<file path="src/rtl/jtdsp16_sio_rx_if.sv">
// jtdsp16_sio_rx_if: serial input pins, SIOC config and SDX read-side bus of the SIO receiver.
interface jtdsp16_sio_rx_if;
    logic        cen;
    logic        di;
    logic        ick;
    logic        ild;
    logic        ilen;
    logic        msb;
    logic        sdx_read;
    logic [15:0] sdx_dout;
    logic        ibf;
    logic        ovf;
    logic [4:0]  debug_bitcnt;
    modport master (output cen, di, ick, ild, ilen, msb, sdx_read,
                    input  sdx_dout, ibf, ovf, debug_bitcnt);
    modport slave  (input  cen, di, ick, ild, ilen, msb, sdx_read,
                    output sdx_dout, ibf, ovf, debug_bitcnt);
endinterface

</file>
<file path="src/rtl/jtdsp16_sio_rx.sv">
// jtdsp16_sio_rx: DSP16 serial input receiver, deserialises DI on ICK rises into the SDX input buffer.
module jtdsp16_sio_rx #(
    parameter int SYNC_STAGES = 2
) (
    input  logic             clk,
    input  logic             rst,
    jtdsp16_sio_rx_if.slave  bus
);
    typedef enum logic [1:0] {IDLE, SHIFT, XFER} state_t;
    state_t                  st, st_nx;
    logic [SYNC_STAGES-1:0]  di_s, ick_s, ild_s;
    logic                    ick_h, ild_h;
    logic                    di_q, ick_rise, ild_rise, rd;
    logic [15:0]             sr, sr_nx, sdx_dout;
    logic [4:0]              cnt, cnt_nx;
    logic                    w8, w8_nx, mf, mf_nx, ibf, ovf;

    assign di_q     = di_s[SYNC_STAGES-1];
    assign ick_rise = ick_s[SYNC_STAGES-1] & ~ick_h;
    assign ild_rise = ild_s[SYNC_STAGES-1] & ~ild_h;
    assign rd       = bus.sdx_read & bus.cen;
    assign bus.sdx_dout     = sdx_dout;
    assign bus.ibf          = ibf;
    assign bus.ovf          = ovf;
    assign bus.debug_bitcnt = cnt;

    // ILD has the last word: it restarts a word from any state, including XFER
    always_comb begin
        st_nx  = st;
        sr_nx  = sr;
        cnt_nx = cnt;
        w8_nx  = w8;
        mf_nx  = mf;
        if (st == XFER) begin
            st_nx  = IDLE;
            cnt_nx = 5'd0;
        end
        if (st == SHIFT && ick_rise) begin
            sr_nx  = mf ? {sr[14:0], di_q} : w8 ? {8'h00, di_q, sr[7:1]} : {di_q, sr[15:1]};
            cnt_nx = cnt + 5'd1;
            st_nx  = cnt_nx == (w8 ? 5'd8 : 5'd16) ? XFER : SHIFT;
        end
        if (ild_rise) begin
            st_nx  = SHIFT;
            sr_nx  = 16'h0;
            cnt_nx = 5'd0;
            w8_nx  = bus.ilen;
            mf_nx  = bus.msb;
        end
    end

    always_ff @(posedge clk or posedge rst) begin
        if (rst) begin
            di_s     <= '0;
            ick_s    <= '0;
            ild_s    <= '0;
            ick_h    <= 1'b0;
            ild_h    <= 1'b0;
            st       <= IDLE;
            sr       <= 16'h0;
            cnt      <= 5'd0;
            w8       <= 1'b0;
            mf       <= 1'b0;
            sdx_dout <= 16'h0;
            ibf      <= 1'b0;
            ovf      <= 1'b0;
        end else begin
            di_s  <= {di_s[SYNC_STAGES-2:0], bus.di};
            ick_s <= {ick_s[SYNC_STAGES-2:0], bus.ick};
            ild_s <= {ild_s[SYNC_STAGES-2:0], bus.ild};
            ick_h <= ick_s[SYNC_STAGES-1];
            ild_h <= ild_s[SYNC_STAGES-1];
            st    <= st_nx;
            sr    <= sr_nx;
            cnt   <= cnt_nx;
            w8    <= w8_nx;
            mf    <= mf_nx;
            // a read colliding with XFER consumes the old word, so the new one stays flagged
            if (st == XFER) begin
                sdx_dout <= w8 ? {8'h00, sr[7:0]} : sr;
                ibf      <= 1'b1;
                ovf      <= ~rd & (ovf | ibf);
            end else if (rd) begin
                ibf <= 1'b0;
                ovf <= 1'b0;
            end
        end
    end
endmodule
</file>
<file path="src/flat_wrapper.sv">
// flat-port wrapper written by rule: the top's interface ports become plain ports
module jtdsp16_sio_rx_flat 
#(
    parameter int SYNC_STAGES = 2
)
  (clk, rst, bus_cen, bus_di, bus_ick, bus_ild, bus_ilen, bus_msb, bus_sdx_read, bus_sdx_dout, bus_ibf, bus_ovf, bus_debug_bitcnt);
  jtdsp16_sio_rx_if bus_i ();
  input  logic clk;
  input  logic rst;
  input wire logic [$bits(bus_i.cen)-1:0] bus_cen;
  input wire logic [$bits(bus_i.di)-1:0] bus_di;
  input wire logic [$bits(bus_i.ick)-1:0] bus_ick;
  input wire logic [$bits(bus_i.ild)-1:0] bus_ild;
  input wire logic [$bits(bus_i.ilen)-1:0] bus_ilen;
  input wire logic [$bits(bus_i.msb)-1:0] bus_msb;
  input wire logic [$bits(bus_i.sdx_read)-1:0] bus_sdx_read;
  output wire logic [$bits(bus_i.sdx_dout)-1:0] bus_sdx_dout;
  output wire logic [$bits(bus_i.ibf)-1:0] bus_ibf;
  output wire logic [$bits(bus_i.ovf)-1:0] bus_ovf;
  output wire logic [$bits(bus_i.debug_bitcnt)-1:0] bus_debug_bitcnt;
  assign bus_i.cen = bus_cen;
  assign bus_i.di = bus_di;
  assign bus_i.ick = bus_ick;
  assign bus_i.ild = bus_ild;
  assign bus_i.ilen = bus_ilen;
  assign bus_i.msb = bus_msb;
  assign bus_i.sdx_read = bus_sdx_read;
  assign bus_sdx_dout = bus_i.sdx_dout;
  assign bus_ibf = bus_i.ibf;
  assign bus_ovf = bus_i.ovf;
  assign bus_debug_bitcnt = bus_i.debug_bitcnt;
  jtdsp16_sio_rx #(.SYNC_STAGES(SYNC_STAGES)) u_core (.clk(clk), .rst(rst), .bus(bus_i));
endmodule
</file>
<file path="config.mk">
export PLATFORM = sky130hd
export DESIGN_NAME = jtdsp16_sio_rx_flat
export DESIGN_NICKNAME = d
export VERILOG_FILES = /design/src/rtl/jtdsp16_sio_rx_if.sv /design/src/rtl/jtdsp16_sio_rx.sv /design/src/flat_wrapper.sv
export SDC_FILE = /design/constraint.sdc
export NUM_CORES = 1
export LEC_CHECK = 0
export ABC_AREA = 1
export CORE_MARGIN = 1.5
export CORE_UTILIZATION = 52
export CTS_BUF_LIST = sky130_fd_sc_hd__clkbuf_4 sky130_fd_sc_hd__clkbuf_8
export CTS_CLUSTER_SIZE = 8
export DETAILED_ROUTE_END_ITERATION = 8
export PLACE_DENSITY = 0.83
export SYNTH_ARGS = -nofsm -noshare
export SYNTH_HDL_FRONTEND = slang
export SYNTH_SLANG_ARGS = --single-unit
</file>
<file path="constraint.sdc">
create_clock -name clk -period 1.8 [get_ports clk]
set_input_delay 0.36 -clock clk [delete_from_list [all_inputs] [get_ports clk]]
set_output_delay 0.36 -clock clk [all_outputs]
set_load 0.02 [all_outputs]
</file>
After elaboration in Yosys (flattened, before gate mapping)
Index checks and enable logic that the tools add are counted.
{ "op_classes": {"reduce_logical": 4, "eq_ne": 3, "muxes": 16, "add_sub_neg": 1, "bitwise": 8} }
{ "op_table": {"columns": ["op", "count"], "rows": [
  ["16-bit two-way mux", 5],
  ["5-bit two-way mux", 4],
  ["2-bit two-way mux", 4],
  ["5-bit by 1-bit adder with 5-bit output, second input constant", 1],
  ["5-bit == test", 1],
  ["1-bit bitwise AND", 4],
  ["2-bit nonzero test", 2],
  ["1-bit two-way mux", 3],
  ["1-bit NOT", 3],
  ["3-bit nonzero test", 1],
  ["2-bit by 1-bit == test with 1-bit output, second input constant", 1],
  ["2-bit == test, second input constant", 1],
  ["1-bit logical AND", 1],
  ["1-bit bitwise OR", 1]
]} }
{ "totals": {"regBits": 51, "wordCells": 45, "out_inout_bits": 23} }

Longest topological paths before layout
Gate-level depths: netlist of the first run.
{ "depth": {"ltp_word": 5, "ltp_mapped": 8, "depth_no_buf": 8} }

Worst setup path after synthesis of the first run
No wires, ideal clock.
{ "synth_timing": {"kind": "reg2reg", "start": "register u_core.cnt[0] (netlist: u_core.bus.debug_bitcnt[0])", "end": "register u_core.st[0]", "setup_time_ns": 0.117, "period_less_slack_ns": 1.324, "setup_slack_ns": 0.476, "arrival_time_ns": 1.207, "path_buffers": 0, "stages_incl_launch_ff": 9, "t_required_ns": 1.683, "path_cell_list": "dfrtp_1 > ha_1 > nand3_1 > nand2_1 > nand2_1 > nand2_1 > nand2_1 > nor2_1 > nor2_1"} }
{ "synth_via": {"elab_chain_cells": 5} }
{ "synth_lines": {"columns": ["item", "line_no", "source"], "rows": [
  ["from (decl)", "jtdsp16_sio_rx.sv:15", "logic [4:0] cnt, cnt_nx;"],
  ["from (signal assigned)", "jtdsp16_sio_rx.sv:75", "cnt <= cnt_nx;"],
  ["5-bit by 1-bit adder with 5-bit output", "jtdsp16_sio_rx.sv:40", "cnt_nx = cnt + 5'd1;"],
  ["5-bit == test", "jtdsp16_sio_rx.sv:41", "st_nx = cnt_nx == (w8 ? 5'd8 : 5'd16) ? XFER : SHIFT;"],
  ["2-bit two-way mux", "jtdsp16_sio_rx.sv:41", null],
  ["2-bit two-way mux", "jtdsp16_sio_rx.sv:38", "if (st == SHIFT && ick_rise) begin"],
  ["2-bit two-way mux", "jtdsp16_sio_rx.sv:43", "if (ild_rise) begin"],
  ["to (signal assigned)", "jtdsp16_sio_rx.sv:73", "st <= st_nx;"],
  ["to (decl)", "jtdsp16_sio_rx.sv:10", "state_t st, st_nx;"]
]} }
No other way between the ends.
A chain may end at the register's enable or synchronous reset.

Worst setup path in the final report of the first run
{ "layout_timing": {"start": "register u_core.cnt[4] (netlist: u_core.bus.debug_bitcnt[4])", "end": "output bus_debug_bitcnt[4]"} }
{ "layout_lines": {"columns": ["item", "line_no", "source"], "rows": [
  ["to (decl)", "flat_wrapper.sv:20", "output wire logic [$bits(bus_i.debug_bitcnt)-1:0] bus_debug_bitcnt;"]
]} }
No word-level cell between the ends.

==> out/results.tsv, run 1 <==
stage	metric	value	unit
status	outcome	finished, final reports clean	
synth	syn_area	2210	um2
die	initial_core_util	54.8	%
synth	synth_xor_area_share	0	%
clock_network	cts_root_buf	clkbuf_8	
synth	synth_area_per_cell	9.32	um2
place	dp_worst_setup_slack	0.343	ns
clock_network	cts_buffers	5	
place	dp.cells	312	
power_and_ir_drop	peakVddDrop	0.619	mV
synth	ys_ff_latch	51	
route	vias	1652	
sta	worstMarginPinSlew	0.414	ns
sta	fin_setup_tns	0	ns
die	io_pins	32	
setup_path	crit_required	1.44	ns
route	detail-route-antenna-nets	0	
clock_network	cts_tree	yes	
setup_path	crit_path_start_kind	flip-flop	
die	core_area	4030	um2
synth	syn_nets	248	
hold_path	min_path_type	in -> async	
finish	nets	280	
synth	synth_compound_area_share	14.6	%
sta	hold_ws	0.309	ns
setup_path	crit_type	reg -> out	
die	std_cell_rows	23	
setup_path	crit_chain	clkdlybuf4s50_1	
clock_network	htree_levels	2	
clock_network	clk_pin_slew	0.09	ns
sta	maxSlewHeadroom	72.4	%
clock_network	clk_latency	0.30	ns
sta	finClkSkew	0.00823	ns
power_and_ir_drop	power.switching	574	uW
synth	synthAdderAreaFrac	1.13	%
clock_network	clock_path_buffers	2	
die	die-area	4650	um2
synth	synth_top_family_by_area	simple AND/OR/NAND/NOR gates	
route	postRouteWirelength	3980	um
job	maxCapViolCount	0	
place	hpwl	2830	um
finish	areaGrowthSynthToFinish	20.4	%
place	gp_congestion	0.784	
power_and_ir_drop	powerDensity	869	nW/um2
setup_path	critPathBufInv	1	
synth	synth_mux_area_share	0	%
sta	hold_viol	0	
route	wl_per_cell	12.5	um
finish	final_common_cell	nand2_1	
power_and_ir_drop	total_power	2310	uW
power_and_ir_drop	p_clk_share	33.1	%
global_route	grt_first_pass_wirelength	6670	um
setup_path	max_stage_delay	0.62	ns
finish	diodes	0	
synth	synth_cells	237	
setup_path	crit_family	buffers and inverters	
setup_path	crit_arrival	1.30	ns
sta	fin_ws	0.141	ns
sta	min_period_over_period	92.2	%
route	route.detailed.drc	0	
die	die_y	68.2	um
sta	finalMaxSlewViolations	0	
sta	rsz0062_at_grt	false	
route	drtIter0Drc	79	
setup_path	crit_fanout	4	
power_and_ir_drop	internal-power	1740	uW
route	vias_per_cell	5.18	
synth	yosys_warnings	0	
route	drt_first_pass_iters	4	
synth	yosysSeqAreaShare	57.8	%
power_and_ir_drop	power_leakage	0.00130	uW
setup_path	crit_slowest_cell	clkdlybuf4s50_1	
clock_network	cts_sinks	51	
global_route	grt_max_degree	41	
synth	yosys.area_share.simple	18.1	%
global_route	antenna_found_initial	0	
power_and_ir_drop	swShare	24.9	%
global_route	grt_pass1_vias	1489	
power_and_ir_drop	power_frac_seq	54.3	%
global_route	grt.overflow.total	0	
sta	setup_viol	0	
finish	layout.cells.most_common_list	67 x nand2_1, 51 x dfrtp_1, 27 x clkdlybuf4s50_1	
place	portBuffers	31	
synth	synth_cell_types	25	
sta	finalCriticalPeriod	1.66	ns
global_route	grtUsageTotal	19.5	%
clock_network	cts_setup_buffers	0	
finish	instances_no_fill	319	
finish	drive_gt1_share	10.8	%
sta	max_freq	0.603	GHz
setup_path	crit_path_end_kind	output port	
power_and_ir_drop	power_frac_comb	12.6	%
die	die_w	68.2	um
## path summary, 6_finish.rpt
path                       slack, ns             endpoint  depth (start not counted)                       start
min in group clk                0.36      u_core.ild_s[1]                          0             u_core.ild_s[0]
setup / recovery                0.14  bus_debug_bitcnt[4]                          1  u_core.bus.debug_bitcnt[4]
max in group asynchronous       0.99         u_core.st[1]                          3                         rst
setup reg to reg                0.47         u_core.st[0]                          8  u_core.bus.debug_bitcnt[0]
hold reg to reg                 0.36      u_core.ild_s[1]                          0             u_core.ild_s[0]
hold / removal                  0.31       u_core.bus.ibf                          2                         rst
## flip-flops by register name (all words and copies together), names as in the netlist, 2 cells and up
signal                   flops
u_core.bus.sdx_dout         16
u_core.sr                   16
u_core.bus.debug_bitcnt      5
u_core.di_s                  2
u_core.ick_s                 2
u_core.ild_s                 2
u_core.st                    2
## power by group through the flow
stage / combinational (uW) / clock [uW] / sequential (uW)
after CTS: 294 / 794 / 1260
after global routing: 331 / 831 / 1260
final: 291 / 766 / 1260
after detailed placement: 293 / 0 / 1280
after floorplan: 212 / 0 / 1270
after global placement: 283 / 0 / 1270
## stage by stage
step / cell area, um2 / utilization [%]
2_1_floorplan: 2210 / -
5_1_grt: 2660 / 66.0
3_5_place_dp: 2540 / 63.1
6_report: 2660 / 66.0
3_3_place_gp: 2540 / 63.1
4_1_cts: 2650 / 65.8
## area by class of cell
cell class / count / area (um2)
clock buffer: 6 / 76.3
clock inverter: 1 / 30.0
fill: 357 / 1370
inverter: 29 / 113
multi-input combinational: 148 / 747
sequential: 51 / 1280
tap: 50 / 62.6
timing repair buffer: 34 / 355
## cells in the mapped netlist, drive strengths merged
| cell | count | area share, % |
|---|---|---|
| and2 | 1 | 0.28 |
| buf | 7 | 3.0 |
| clkbuf | 2 | 0.34 |
| clkinv | 1 | 0.23 |
| dfrtp | 51 | 58 |
| ha | 2 | 1.1 |
| inv | 28 | 4.9 |
| nand2 | 70 | 12 |
| nand3 | 9 | 2.3 |
| nand4 | 2 | 0.57 |
| nor2 | 12 | 2.5 |
| o211ai | 1 | 0.57 |
| o21ai | 34 | 9.1 |
| o22ai | 14 | 4.0 |
| o31ai | 3 | 1.0 |
## metal layers
metal  vias to the layer above  track usage (%)  wire (um)
met2                        40             31.3       1920
li1                        832                -          -
met4                         0             7.25         38
met1                       776             25.2       1850
met3                         4             5.59        170
met5                         -                0          0
## timing repair
action / 4_1_cts / 5_1_grt
hold buffers: 0 / 0
gates resized for setup: 0 / 4
endpoints found under the setup margin: 0 / 4
## logic make-up (layout without fill, tap and decap cells)
group	Yosys count	after routing
AO/OA/AOI/OAI	52	52
adder cells (fa/ha/maj)	2	2
buffers and inverters	38	70
flip-flops	51	51
AND/OR/NAND/NOR	94	94
Power figures use the tool's default switching activity.
==> run 2: changes to the inputs <==
--- a/config.mk
+++ b/config.mk
@@ -11,7 +11,7 @@
 export CTS_BUF_LIST = sky130_fd_sc_hd__clkbuf_4 sky130_fd_sc_hd__clkbuf_8
 export CTS_CLUSTER_SIZE = 8
 export DETAILED_ROUTE_END_ITERATION = 8
-export PLACE_DENSITY = 0.83
+export PLACE_DENSITY = 0.77
 export SYNTH_ARGS = -nofsm -noshare
 export SYNTH_HDL_FRONTEND = slang
 export SYNTH_SLANG_ARGS = --single-unit
==> out/results.tsv, run 2 (synthesized netlist as in run 1, its figures left out) <==
stage	metric	value	unit
setup_path	crit_chain	clkdlybuf4s50_1	
die	die_y	68.2	um
sta	finalMaxSlewViolations	0	
route	detail-route-antenna-nets	0	
hold_path	min_path_type	reg -> reg	
clock_network	clk_pin_slew	0.09	ns
finish	layout.cells.most_common_list	67 x nand2_1, 51 x dfrtp_1, 29 x clkdlybuf4s50_1	
sta	min_period_over_period	97.1	%
finish	nets	280	
place	hpwl	2670	um
route	vias	1671	
sta	hold_viol	0	
power_and_ir_drop	swShare	27.7	%
route	drt_first_pass_iters	4	
die	die-area	4650	um2
die	die_w	68.2	um
sta	hold_ws	0.352	ns
global_route	grtUsageTotal	20.1	%
finish	drive_gt1_share	11.1	%
clock_network	hold_buffers	0	
finish	nFillCells	351	
sta	setup_viol	0	
sta	fin_setup_tns	0	ns
clock_network	cts_root_buf	clkbuf_8	
die	initial_core_util	54.8	%
finish	final_common_cell	nand2_1	
global_route	grt.overflow.total	0	
setup_path	crit_type	reg -> out	
die	core_area	4030	um2
setup_path	crit_fanout	6	
clock_network	cts_sinks	51	
power_and_ir_drop	p_clk_share	29.1	%
sta	worstMarginPinSlew	0.423	ns
setup_path	critPathBufInv	1	
finish	diodes	0	
setup_path	crit_path_start_kind	flip-flop	
sta	fin_ws	0.0530	ns
power_and_ir_drop	internal-power	1580	uW
die	io_pins	32	
die	std_cell_rows	23	
finish	multi_input_area	747	um2
setup_path	crit_required	1.44	ns
power_and_ir_drop	power_leakage	0.00126	uW
clock_network	htree_levels	2	
route	postRouteWirelength	4120	um
global_route	grt_max_degree	52	
power_and_ir_drop	power.switching	605	uW
clock_network	clock_path_buffers	2	
sta	finalCriticalPeriod	1.75	ns
place	dp_worst_setup_slack	0.357	ns
clock_network	cts_buffers	5	
setup_path	crit_family	buffers and inverters	
global_route	grt_first_pass_wirelength	6860	um
route	drtIter0Drc	71	
route	route.detailed.drc	0	
power_and_ir_drop	power_frac_seq	57.5	%
power_and_ir_drop	powerDensity	831	nW/um2
sta	rsz0062_at_grt	false	
clock_network	clk_latency	0.30	ns
place	portBuffers	31	
global_route	antenna_found_initial	0	
clock_network	cts_tree	yes	
sta	maxSlewHeadroom	71.8	%
sta	max_freq	0.572	GHz
setup_path	crit_slowest_cell	clkdlybuf4s50_1	
finish	seq_area	1280	um2
sta	finClkSkew	0.00339	ns
setup_path	max_stage_delay	0.64	ns
setup_path	crit_arrival	1.39	ns
power_and_ir_drop	peakVddDrop	0.677	mV
power_and_ir_drop	power_frac_comb	13.4	%
route	wl_per_cell	12.9	um
place	gp_congestion	0.852	
setup_path	crit_path_end_kind	output port	
finish	areaGrowthSynthToFinish	19.1	%
job	maxCapViolCount	0	
status	outcome	finished, final reports clean	
route	vias_per_cell	5.22	
global_route	grt_pass1_vias	1591	
-- run 2: what timing repair did --
| action | 4_1_cts | 5_1_grt |
|---|---|---|
| endpoints found under the setup margin | 0 | 2 |
| resized for setup | 0 | 2 |
| buffers inserted | 0 | 0 |
-- run 2: power by group through the flow --
stage | logic, uW | clock network [uW] | registers [uW]
after floorplan | 212 | 0 | 1270
after global placement | 286 | 0 | 1270
after detailed placement | 295 | 0 | 1280
after CTS | 297 | 644 | 1260
after global routing | 329 | 686 | 1260
final | 293 | 636 | 1260
-- run 2: path summary, 6_finish.rpt --
check	cells after the start	startpoint	slack (ns)	end
setup / recovery	1	u_core.bus.debug_bitcnt[1]	0.05	bus_debug_bitcnt[1]
hold / removal	0	u_core.di_s[0]	0.35	u_core.di_s[1]
setup reg to reg	4	u_core.st[1]	0.46	u_core.sr[4]
hold reg to reg	0	u_core.di_s[0]	0.35	u_core.di_s[1]
max in group asynchronous	3	rst	1.16	u_core.sr[4]
min in group asynchronous	3	rst	0.40	u_core.bus.sdx_dout[1]
-- run 2: layout make-up --
cell class	instances	area share (%)
Sequential cell	51	48.5
Clock inverter	3	0.570
Inverter	29	4.28
Tap cell	50	2.38
Multi-Input combinational cell	148	28.4
Timing Repair Buffer	34	13.3
Clock buffer	5	2.61
-- run 2: metal layers --
layer,wire length (um),vias to the layer above,global-route usage (%)
met3,178,2,5.76
met1,1930,794,24.6
met5,0,-,0
met4,23,0,6.50
met2,1980,42,34.1
li1,-,833,-
-- run 2: per-stage QoR --
stage / util (%) / area (um2) / std cells / total power [uW]
final: 65.3 / 2630 / 320 / 2190
after floorplan: - / 2210 / 237 / 1480
after detailed placement: 63.1 / 2540 / 312 / 1570
after CTS: 65.2 / 2630 / 320 / 2200
after global routing: 65.3 / 2630 / 320 / 2280
after global placement: 63.1 / 2540 / 312 / 1560
-- run 2: worst reg2reg max path, cell delays in order (launching register included) --
cell     delay [ns]
dfrtp_1        0.41
nor2_1         0.20
nand3_2        0.21
buf_4          0.26
o22ai_1        0.18
==> run 3: changes to the inputs <==
--- a/config.mk
+++ b/config.mk
@@ -11,7 +11,9 @@
 export CTS_BUF_LIST = sky130_fd_sc_hd__clkbuf_4 sky130_fd_sc_hd__clkbuf_8
 export CTS_CLUSTER_SIZE = 8
 export DETAILED_ROUTE_END_ITERATION = 8
+export MAX_ROUTING_LAYER = met4
 export PLACE_DENSITY = 0.77
+export RECOVER_POWER = 25
 export SYNTH_ARGS = -nofsm -noshare
 export SYNTH_HDL_FRONTEND = slang
 export SYNTH_SLANG_ARGS = --single-unit
==> out/results.tsv, run 3 (synthesized netlist as in run 1, its figures left out) <==
stage	metric	value	unit
clock_network	htree_levels	2	
die	die_y	68.2	um
die	die_w	68.2	um
hold_path	min_path_cells	0	
place	dp.cells	312	
sta	fin_setup_tns	0	ns
global_route	antenna_found_initial	0	
finish	instances_no_fill	320	
global_route	met3_usage	5.43	%
global_route	grtUsageTotal	20.6	%
finish	layout.cells.most_common_list	67 x nand2_1, 51 x dfrtp_1, 26 x clkdlybuf4s50_1	
sta	hold_viol	0	
global_route	grt_max_degree	52	
global_route	busiest_layer	met2	
clock_network	cts_sinks	51	
setup_path	crit_path_start_kind	flip-flop	
clock_network	cts_tree	yes	
global_route	grt_pass1_vias	1579	
sta	max_freq	0.572	GHz
place	hpwl	2670	um
finish	final_common_cell	nand2_1	
route	route.detailed.drc	0	
setup_path	max_stage_delay	0.64	ns
sta	finalMaxSlewViolations	0	
power_and_ir_drop	power_frac_seq	57.8	%
global_route	met1_usage	24.6	%
die	core_area	4030	um2
die	die-area	4650	um2
die	initial_core_util	54.8	%
sta	rsz0062_at_grt	false	
setup_path	crit_arrival	1.39	ns
finish	areaGrowthSynthToFinish	18.5	%
place	gp_congestion	0.866	
hold_path	min_path_type	reg -> reg	
finish	diodes	0	
clock_network	cts_buffers	5	
sta	finClkSkew	0.00782	ns
power_and_ir_drop	swShare	27.5	%
sta	maxSlewHeadroom	19.1	%
place	portBuffers	31	
setup_path	crit_start	u_core.bus.debug_bitcnt[1]	
power_and_ir_drop	power_leakage	0.00125	uW
setup_path	critPathBufInv	1	
sta	worstMarginPinSlew	1.21	ns
setup_path	crit_slowest_cell	clkdlybuf4s50_1	
route	postRouteWirelength	4080	um
global_route	grtUsageMet2	34.3	%
setup_path	crit_fanout	6	
setup_path	r2r_slack	0.45	ns
hold_path	whs_endpoint	u_core.di_s[1]	
setup_path	reg2reg_to	u_core.sr[4]	
route	drtIter0Drc	86	
status	outcome	finished, final reports clean	
sta	hold_ws	0.351	ns
clock_network	cts_setup_buffers	0	
setup_path	ff2ff_path_depth	4	
clock_network	clock_path_buffers	2	
global_route	grt_first_pass_wirelength	6860	um
route	vias	1680	
setup_path	crit_required	1.44	ns
finish	nets	280	
sta	min_period_over_period	97.2	%
power_and_ir_drop	internal-power	1580	uW
die	io_pins	32	
route	vias_per_cell	5.25	
setup_path	regToRegStartpoint	u_core.st[1]	
clock_network	clk_latency	0.30	ns
hold_path	holdCritStartpoint	u_core.di_s[0]	
setup_path	crit_type	reg -> out	
power_and_ir_drop	p_clk_share	29.0	%
route	detail-route-antenna-nets	0	
setup_path	crit_path_end_kind	output port	
power_and_ir_drop	power.switching	598	uW
sta	finalCriticalPeriod	1.75	ns
clock_network	clk_pin_slew	0.09	ns
setup_path	crit_family	buffers and inverters	
sta	setup_viol	0	
die	std_cell_rows	23	
route	wl_per_cell	12.8	um
route	drt_first_pass_iters	4	
setup_path	crit_chain	clkdlybuf4s50_1	
power_and_ir_drop	peakVddDrop	0.677	mV
finish	drive_gt1_share	10.7	%
clock_network	cts_root_buf	clkbuf_8	
power_and_ir_drop	power_frac_comb	13.2	%
power_and_ir_drop	powerDensity	831	nW/um2
job	maxCapViolCount	0	
global_route	grt.overflow.total	0	
[run 3: how the worst max path moves through the flow]
| stage | end | cells past startpoint |
|---|---|---|
| 3_5_place_dp | bus_debug_bitcnt[2] | 1 |
| 5_1_grt | bus_debug_bitcnt[1] | 1 |
| 4_1_cts | bus_debug_bitcnt[2] | 1 |
| 3_3_place_gp | bus_debug_bitcnt[2] | 1 |
| 2_1_floorplan | u_core.bus.debug_bitcnt[0] | 1 |
| 6_report | bus_debug_bitcnt[1] | 1 |
[run 3: what timing repair did]
item / CTS / global route
hold buffers: 0 / 0
resized for setup: 0 / 2
endpoints found under the setup margin: 0 / 2
[run 3: per-layer routing]
| layer | up-vias | share of wire [%] | wire length, um |
|---|---|---|---|
| li1 | 832 | - | - |
| met4 | 0 | 0.56 | 23 |
| met3 | 2 | 4.3 | 174 |
| met5 | - | 0 | 0 |
| met2 | 39 | 49 | 2020 |
| met1 | 807 | 46 | 1860 |
[run 3: power groups by stage]
stage                     clock, uW  combinational [uW]  sequential (uW)
after floorplan                   0                 212             1270
after global placement            0                 286             1270
after detailed placement          0                 295             1280
after CTS                       644                 297             1260
after global routing            686                 322             1260
final                           630                 287             1260
[run 3: per-stage QoR]
step / power, uW / instance area (um2) / utilization [%] / setup slack (ns)
5_1_grt: 2270 / 2620 / 65.0 / 0.00970
4_1_cts: 2200 / 2630 / 65.2 / 0.0179
6_report: 2170 / 2620 / 65.0 / 0.0509
3_3_place_gp: 1560 / 2540 / 63.1 / 0.373
3_5_place_dp: 1570 / 2540 / 63.1 / 0.357
2_1_floorplan: 1480 / 2210 / - / 0.210
[run 3: cell type report]
cell class	instances	area, um2
clock buffers	5	68.8
flip-flops and latches	51	1280
multi-input cells	148	747
repair buffers	34	335
fillers	353	1410
clock inverters	3	15.0
well taps	50	62.6
inverters	29	113
